## config.mk

```make
export PLATFORM = sky130hd
export DESIGN_NAME = alu_issue
export DESIGN_NICKNAME = d
export VERILOG_FILES = /design/src/rtl/alu_issue.sv
export SDC_FILE = /design/constraint.sdc
export NUM_CORES = 1
export LEC_CHECK = 0
export CORE_AREA = 4 4 120 122
export DETAILED_ROUTE_END_ITERATION = 10
export DIE_AREA = 0 0 124 126
export HOLD_SLACK_MARGIN = 0.02
export PLACE_DENSITY = 0.82
export SKIP_CTS_REPAIR_TIMING = 1
export SLEW_MARGIN = 0
export SYNTH_ARGS = -nofsm -noshare
export SYNTH_HDL_FRONTEND = slang
export SYNTH_SLANG_ARGS = --single-unit
export TNS_END_PERCENT = 30
```

## constraint.sdc

```tcl
create_clock -name clk -period 2.8 [get_ports clk]
set_clock_uncertainty 0.2 [all_clocks]
set_input_delay 0.42 -clock clk [delete_from_list [all_inputs] [get_ports clk]]
set_output_delay 0.42 -clock clk [all_outputs]
set_load 0.03 [all_outputs]
```

## src/rtl/alu_issue.sv

```systemverilog
// alu_issue: issue register in front of the ALU. It forwards EX/MEM results
// to the source operands, selects operand b, detects load-use hazards and
// issues bubbles. It honours stall and flush.
// Optional feature macro: ALU_ISSUE_FWD_EN. When it is defined, the forwarding
// muxes are present. When it is undefined, any RAW dependency on EX or MEM
// raises hazard instead of being forwarded.
module alu_issue #(
  parameter int unsigned n = 32
) (
  input  logic         clk,
  input  logic         rst_n,
  input  logic         in_valid,
  input  logic [4:0]   rs_addr,
  input  logic [4:0]   rt_addr,
  input  logic [4:0]   rd_addr,
  input  logic [n-1:0] rs_val,
  input  logic [n-1:0] rt_val,
  input  logic [n-1:0] imm,
  input  logic [4:0]   shamt,
  input  logic         alu_src,
  input  logic         shift_src,
  input  logic [2:0]   op_in,
  input  logic         reg_write_in,
  input  logic         mem_read_in,
  input  logic [n-1:0] ex_fwd_val,
  input  logic [4:0]   mem_rd,
  input  logic         mem_reg_write,
  input  logic [n-1:0] mem_fwd_val,
  input  logic         stall,
  input  logic         flush,
  output logic         ex_valid,
  output logic [n-1:0] ex_a,
  output logic [n-1:0] ex_b,
  output logic [2:0]   ex_op,
  output logic [4:0]   ex_rd,
  output logic         ex_reg_write,
  output logic         ex_mem_read,
  output logic [n-1:0] ex_store_data,
  output logic         hazard
);

  localparam int unsigned AW  = 5;
  localparam int unsigned OPW = 3;

  logic           ex_valid_q, ex_valid_d;
  logic [n-1:0]   ex_a_q, ex_a_d;
  logic [n-1:0]   ex_b_q, ex_b_d;
  logic [OPW-1:0] ex_op_q, ex_op_d;
  logic [AW-1:0]  ex_rd_q, ex_rd_d;
  logic           ex_reg_write_q, ex_reg_write_d;
  logic           ex_mem_read_q, ex_mem_read_d;
  logic [n-1:0]   ex_store_data_q, ex_store_data_d;

  logic [n-1:0]   fwd_rs_c, fwd_rt_c;
  logic [n-1:0]   op_a_c, op_b_c;
  logic           hazard_c;

`ifdef ALU_ISSUE_FWD_EN
  // Forward select per source: $0 never forwards, EX (non-load) beats MEM
  always_comb begin
    fwd_rs_c = rs_val;
    fwd_rt_c = rt_val;
    if (rs_addr != AW'(0)) begin
      if (ex_valid_q && ex_reg_write_q && (ex_rd_q == rs_addr) && !ex_mem_read_q)
        fwd_rs_c = ex_fwd_val;
      else if (mem_reg_write && (mem_rd == rs_addr))
        fwd_rs_c = mem_fwd_val;
    end
    if (rt_addr != AW'(0)) begin
      if (ex_valid_q && ex_reg_write_q && (ex_rd_q == rt_addr) && !ex_mem_read_q)
        fwd_rt_c = ex_fwd_val;
      else if (mem_reg_write && (mem_rd == rt_addr))
        fwd_rt_c = mem_fwd_val;
    end
  end

  // Load-use hazard: a load in EX cannot be forwarded to its consumer
  always_comb begin
    hazard_c = in_valid && ex_valid_q && ex_mem_read_q && (ex_rd_q != AW'(0)) &&
               ((ex_rd_q == rs_addr) || (ex_rd_q == rt_addr));
  end
`else
  logic unused_fwd_vals;
  assign unused_fwd_vals = ^{ex_fwd_val, mem_fwd_val};

  // No forwarding network: sources always come straight from the regfile
  always_comb begin
    fwd_rs_c = rs_val;
    fwd_rt_c = rt_val;
  end

  // Any RAW dependency on an in-flight EX or MEM write must wait
  always_comb begin
    logic raw_rs, raw_rt;
    raw_rs = (rs_addr != AW'(0)) &&
             ((ex_valid_q && ex_reg_write_q && (ex_rd_q == rs_addr)) ||
              (mem_reg_write && (mem_rd == rs_addr)));
    raw_rt = (rt_addr != AW'(0)) &&
             ((ex_valid_q && ex_reg_write_q && (ex_rd_q == rt_addr)) ||
              (mem_reg_write && (mem_rd == rt_addr)));
    hazard_c = in_valid && (raw_rs || raw_rt);
  end
`endif

  // Operand selection: shifts take rt as a and zero-extended shamt as b
  always_comb begin
    op_a_c = shift_src ? fwd_rt_c : fwd_rs_c;
    if (shift_src)
      op_b_c = n'(shamt);
    else if (alu_src)
      op_b_c = imm;
    else
      op_b_c = fwd_rt_c;
  end

  // Next-state: flush > stall > hazard bubble > load
  always_comb begin
    ex_valid_d      = ex_valid_q;
    ex_a_d          = ex_a_q;
    ex_b_d          = ex_b_q;
    ex_op_d         = ex_op_q;
    ex_rd_d         = ex_rd_q;
    ex_reg_write_d  = ex_reg_write_q;
    ex_mem_read_d   = ex_mem_read_q;
    ex_store_data_d = ex_store_data_q;
    if (flush || (!stall && hazard_c)) begin
      ex_valid_d      = 1'b0;
      ex_a_d          = '0;
      ex_b_d          = '0;
      ex_op_d         = '0;
      ex_rd_d         = '0;
      ex_reg_write_d  = 1'b0;
      ex_mem_read_d   = 1'b0;
      ex_store_data_d = '0;
    end else if (!stall) begin
      ex_valid_d      = in_valid;
      ex_a_d          = op_a_c;
      ex_b_d          = op_b_c;
      ex_op_d         = op_in;
      ex_rd_d         = rd_addr;
      ex_reg_write_d  = in_valid && reg_write_in;
      ex_mem_read_d   = in_valid && mem_read_in;
      ex_store_data_d = fwd_rt_c;
    end
  end

  // Stage register with asynchronous clear
  always_ff @(posedge clk or negedge rst_n) begin
    if (!rst_n) begin
      ex_valid_q      <= 1'b0;
      ex_a_q          <= '0;
      ex_b_q          <= '0;
      ex_op_q         <= '0;
      ex_rd_q         <= '0;
      ex_reg_write_q  <= 1'b0;
      ex_mem_read_q   <= 1'b0;
      ex_store_data_q <= '0;
    end else begin
      ex_valid_q      <= ex_valid_d;
      ex_a_q          <= ex_a_d;
      ex_b_q          <= ex_b_d;
      ex_op_q         <= ex_op_d;
      ex_rd_q         <= ex_rd_d;
      ex_reg_write_q  <= ex_reg_write_d;
      ex_mem_read_q   <= ex_mem_read_d;
      ex_store_data_q <= ex_store_data_d;
    end
  end

  assign ex_valid      = ex_valid_q;
  assign ex_a          = ex_a_q;
  assign ex_b          = ex_b_q;
  assign ex_op         = ex_op_q;
  assign ex_rd         = ex_rd_q;
  assign ex_reg_write  = ex_reg_write_q;
  assign ex_mem_read   = ex_mem_read_q;
  assign ex_store_data = ex_store_data_q;
  assign hazard        = hazard_c;

endmodule
```

Word level (Yosys, flattened, before mapping)

Index checks and enable logic that the tools add are counted.
W data, S select, Z words.

Bits in registers: 107
Latch bits: 0
Memory bits (writable): 0
Memory bits (read-only): 0
Bits of input ports: 198
Output and inout port bits: 108
Logic and storage cells: 50
Memories kept: 0

Add/sub/neg operators: 0
Multipliers: 0
Divide/modulo/power cells: 0
Order comparisons: 0
Equality and inequality tests: 5
Shift operators: 0
Multiplexer cells: 19
Bitwise logic cells: 0
Reduce and logical (&&, ||, !) cells: 18

Operators with widths:

| cell                 | count |
|---|---|
| $mux W32             | 9 |
| $eq A5 B5 Y1         | 4 |
| $logic_and A1 B1 Y1  | 11 |
| $mux W5              | 2 |
| $reduce_bool A5 Y1   | 2 |
| $mux W1              | 6 |
| $mux W3              | 2 |
| $logic_or A1 B1 Y1   | 4 |
| $ne A2 B1 Y1 const B | 1 |
| $logic_not A1 Y1     | 1 |

Logic depth before layout (Yosys ltp)

Depth in word-level cells: 9
Mapped depth: 7
Gate-level depth less buffers: 5

Worst setup path before layout

OpenSTA, ideal clock, no wires.

Kind: in2out
Start point: input port rs_addr[3]
End point: output port hazard
Arrival time: 1.958 ns
Required time: 2.180 ns
Slack: 0.222 ns
Stages: 6
Path buffers: 1
Cells stage by stage: or4_1 o211ai_1 o22ai_2 o21ai_2 buf_2 inv_1

Longest elaborated chain between the ends: 6
Elaborated cells between the ends (all ways): 9
Those cells by class: eq/ne (2); reduce/logical (7)

Ends and longest elaborated chain:

| what                                   | line   | RTL |
|---|---|---|
| from (decl)                            | 13     | `input logic [4:0] rs_addr,` |
| $eq A5 B5 Y1 (on tied branches)        | 96, 97 |  |
| $logic_and A1 B1 Y1 (on tied branches) | 96, 97 |  |
| $logic_or A1 B1 Y1                     | 96     | `((ex_valid_q && ex_reg_write_q && (ex_rd_q == rs_addr)) \|\|` |
| $logic_and A1 B1 Y1 (*)                | 95     | `raw_rs = (rs_addr != AW'(0)) &&` |
| $logic_or A1 B1 Y1 (*)                 | 101    | `hazard_c = in_valid && (raw_rs \|\| raw_rt);` |
| $logic_and A1 B1 Y1 (*)                | 101    |  |
| to (decl)                              | 39     | `output logic hazard` |

Mark *: on every way between the ends. The rest lies on a longest branch, timed or not.

Worst setup path in the final report

Start point: input port rs_addr[3]
End point: register ex_a_q[3] (netlist: ex_a[3])

Longest elaborated chain between the ends: 9
Elaborated cells between the ends (all ways): 13
Those cells by class: eq/ne (3); mux (1); reduce/logical (9)

Ends and longest elaborated chain:

| what                                                             | line   | RTL |
|---|---|---|
| $eq A5 B5 Y1 (on tied branches)                                  | 96, 97 |  |
| $logic_and A1 B1 Y1 (on tied branches)                           | 96, 97 |  |
| $logic_or A1 B1 Y1                                               | 96     |  |
| $logic_and A1 B1 Y1 (*)                                          | 95     |  |
| $logic_or A1 B1 Y1 (*)                                           | 101    |  |
| $logic_and A1 B1 Y1 (*)                                          | 101    |  |
| $logic_and A1 B1 Y1 (*)                                          | 126    | `if (flush \|\| (!stall && hazard_c)) begin` |
| $logic_or A1 B1 Y1 (*)                                           | 126    |  |
| $ne A2 B1 Y1 (no source line) / $mux W32 (equally long branches) | --     |  |
| to (signal assigned)                                             | 151    | `ex_a_q <= '0;` |
| to (signal assigned)                                             | 160    | `ex_a_q <= ex_a_d;` |
| to (decl)                                                        | 46     | `logic [n-1:0] ex_a_q, ex_a_d;` |

Marks and branches as above.
A chain may end at the register's enable or synchronous reset.

==> results.md <==
- Setup slack after layout: 0.120 ns
- Rel. slew slack: 0.510
- Syn Area/Cell: 13.2 sq um
- Synth top area cells: dfrtp_1 (53%), mux2_2 (13%), a22o_1 (12%), a32o_1 (5.4%), xnor2_1 (3.5%)
- Top post-synthesis cells by count: dfrtp_1 (107), a22o_1 (71), mux2_2 (58)
- Gr usage total: 0.208
- Startpoint Class: primary input
- Maximum fanout along the worst path: 67
- CTS clk-pin slew, worst paths: 0.07 ns
- Worst IR Drop VDD: 0.294 mV
- CP endpoint kind: register
- Pre-CTS setup slack: -0.268 ns
- Clock root cell: clkbuf_16
- Met2 wire length: 8.24 mm
- Tcrit/Tclk final: 0.957
- Initial core utilization: 0.380
- H-tree depth: 3
- Distinct cell type count after synthesis: 29
- Register area: 2680 sq um
- Mapped Nets: 577
- Wire per inst: 20.6 um
- Placed Cells: 779
- Top sig layer: met5
- Hold WC Path Type: reg2reg
- Arrival @ worst endpoint: 2.76 ns
- Number of max-cap violations: 0
- Number of DRC markers in iteration 0: 220
- Max stage delay on crit path: 0.44 ns
- #FFs+latches synth: 107
- Vias in the first global route: 4724
- Leak: 3.43 nW
- Most frequent cell after synthesis: dfrtp_1
- Global-route wire length before repair: 25.4 mm
- CTS Sinks: 107
- Slowest-stage cell, CP: or4_4
- Routed wl met3: 1.68 mm
- Largest net degree at the start of global routing: 68
- Post-synthesis sequential area ratio: 0.534
- Critical Setup Path Class: in2reg
- Worst reg-to-reg setup slack: 0.74 ns
- Fill cells: 1043
- Die height: 126 um
- Max Fclk: 373 MHz
- Die area: 15600 sq um
- Final core utilization: 0.611
- Synth Flop Type: dfrtp_1
- Endpoints failing setup: 0
- Placer Congestion: 0.901
- PD cells: 528 nW/um^2
- Via count: 4359
- # rows: 42
- Post-Route M1 WL: 6.13 mm
- IO Port Bufs: 241
- Synth area leader: dfrtp_1
- Worst-Margin Slew: 0.735 ns
- Die W: 124 um
- First-pass iteration count of the detailed router: 4
- Ant. Diodes: 0
- Final hold vios: 0
- CTS Buf Count: 9
- Req. time, crit path: 2.88 ns
- Final cell count without fillers: 797
- Min Tclk post-route: 2.68 ns
- Total grt overflow: 0
- Fraction of registers with async set or reset after synthesis: 1.00
- Nets: 814
- Final wirelength: 16.4 mm
- Initial antenna violation count: 1
- Worst skew pair latency: 0.34 ns
- CTS tree: yes
- Synthesized instance count: 379
- Number of vias per cell: 5.47
- Outcome: complete, no violations
- YS warnings: 0
- Cells along the critical path: clkdlybuf4s50_1, or4_4, o211ai_1, o22ai_2, buf_4, o41ai_4, buf_12, a22o_1
- RSZ-0062 raised after global routing: false
- Layout cell share with drive strength beyond 1: 0.171
- Core Footprint: 13200 sq um
- # DRC: 0
- Routed Antenna Nets: 0
- Area taken by multi-input logic gates: 2170 sq um
- Slew Viols, Final: 0
- Post-Syn Area: 5010 sq um
- Post-synth EDFFs: 0
- Max Root-Sink Buffers: 2
- P&R area growth vs syn: 60.9%
- Detail Placement HPWL: 11.8 mm
- Io pins: 306
- Top cell type's share of synthesized area: 0.534
[layout by cell type (no fill, tap or decap), types with 2 or more instances in the layout]
cell type	synthesis	final
a22o_1	71	71
o21ai_0	7	7
nand4_1	4	4
mux2_2	58	58
o211ai_1	4	4
o22ai_2	1	2
or4_4	0	2
buf_12	0	6
bufinv_16	0	3
nor2_1	2	2
xnor2_1	20	20
buf_4	0	15
clkbuf_16	0	9
dlymetal6s2s_1	0	7
buf_2	2	2
a211oi_1	6	6
a32o_1	27	27
mux2i_1	11	11
clkdlybuf4s50_1	0	230
nand3b_1	2	2
dfrtp_1	107	107
nand2_1	9	9
[worst max-delay path, delay by kind of cell]
family | cells | cell delay (ns)
AOI/OAI and AO/OA | 4 | 0.90
and+or+nand+nor | 1 | 0.44
buffers and inverters | 3 | 0.91
[final timing paths]
kind / depth (start not counted) / endpoint / startpoint
max in group asynchronous: 3 / ex_b[8]$_DFFE_PN0P_ / rst_n
worst max-delay path: 8 / ex_a[3]$_DFFE_PN0P_ / rs_addr[3]
worst min register to register: 1 / ex_b[26]$_DFFE_PN0P_ / ex_b[26]$_DFFE_PN0P_
worst max register to register: 6 / ex_b[11]$_DFFE_PN0P_ / ex_rd[4]$_DFFE_PN0P_
worst min-delay path: 1 / ex_b[26]$_DFFE_PN0P_ / ex_b[26]$_DFFE_PN0P_
min in group asynchronous: 2 / ex_a[3]$_DFFE_PN0P_ / rst_n
[layer usage]
layer  GRT usage  vias to the layer above
li1            -                     1949
met1       0.240                     2191
met2       0.354                      188
met3      0.0722                       29
met4      0.0793                        2
met5           0                        -
[sequential cells by signal, indices dropped and copies added, names as in the netlist]
| name | count |
|---|---|
| ex_b | 32 |
| ex_store_data | 32 |
| ex_rd | 5 |
| ex_op | 3 |
| ex_valid | 1 |
| ex_mem_read | 1 |
| ex_reg_write | 1 |
| ex_a | 32 |
[where the power goes]
part           switching (mW)  total, mW  leakage [nW]  internal, mW
sequential             0.0715       1.73          1.42          1.66
clock                   0.567       1.44         0.163         0.876
combinational           0.536       1.09          1.85         0.551
[final cells by class]
| class | instances | area share |
|---|---|---|
| Clock buffer | 10 | 0.0284 |
| Multi-Input combinational cell | 235 | 0.269 |
| Clock inverter | 6 | 0.0138 |
| Sequential cell | 107 | 0.332 |
| Inverter | 1 | 0.000466 |
| Tap cell | 176 | 0.0273 |
| Timing Repair Buffer | 262 | 0.329 |
[cell families (layout without fill, tap and decap cells)]
logic type | count (synthesis) | count (layout) | synth area share
DFF | 107 | 107 | 0.534
xor gates and xnor gates | 20 | 20 | 0.0350
buffers and inverters | 37 | 279 | 0.0387
and+or+nand+nor | 25 | 25 | 0.0265
muxes | 69 | 69 | 0.152
AOI/OAI and AO/OA | 121 | 121 | 0.213
[metrics by stage]
stage	hold slack (ns)	power, mW	TNS [ns]	cell area, sq um
after floorplan	-0.0756	2.28	0	5010
after global placement	0.269	2.82	-9.87	7670
after detailed placement	0.280	2.85	-19.90	7670
after CTS	-0.0618	4.31	-0.120	8010
after global routing	0.313	4.43	0	8060
final	0.292	4.26	0	8060
Power figures use the tool's default switching activity.
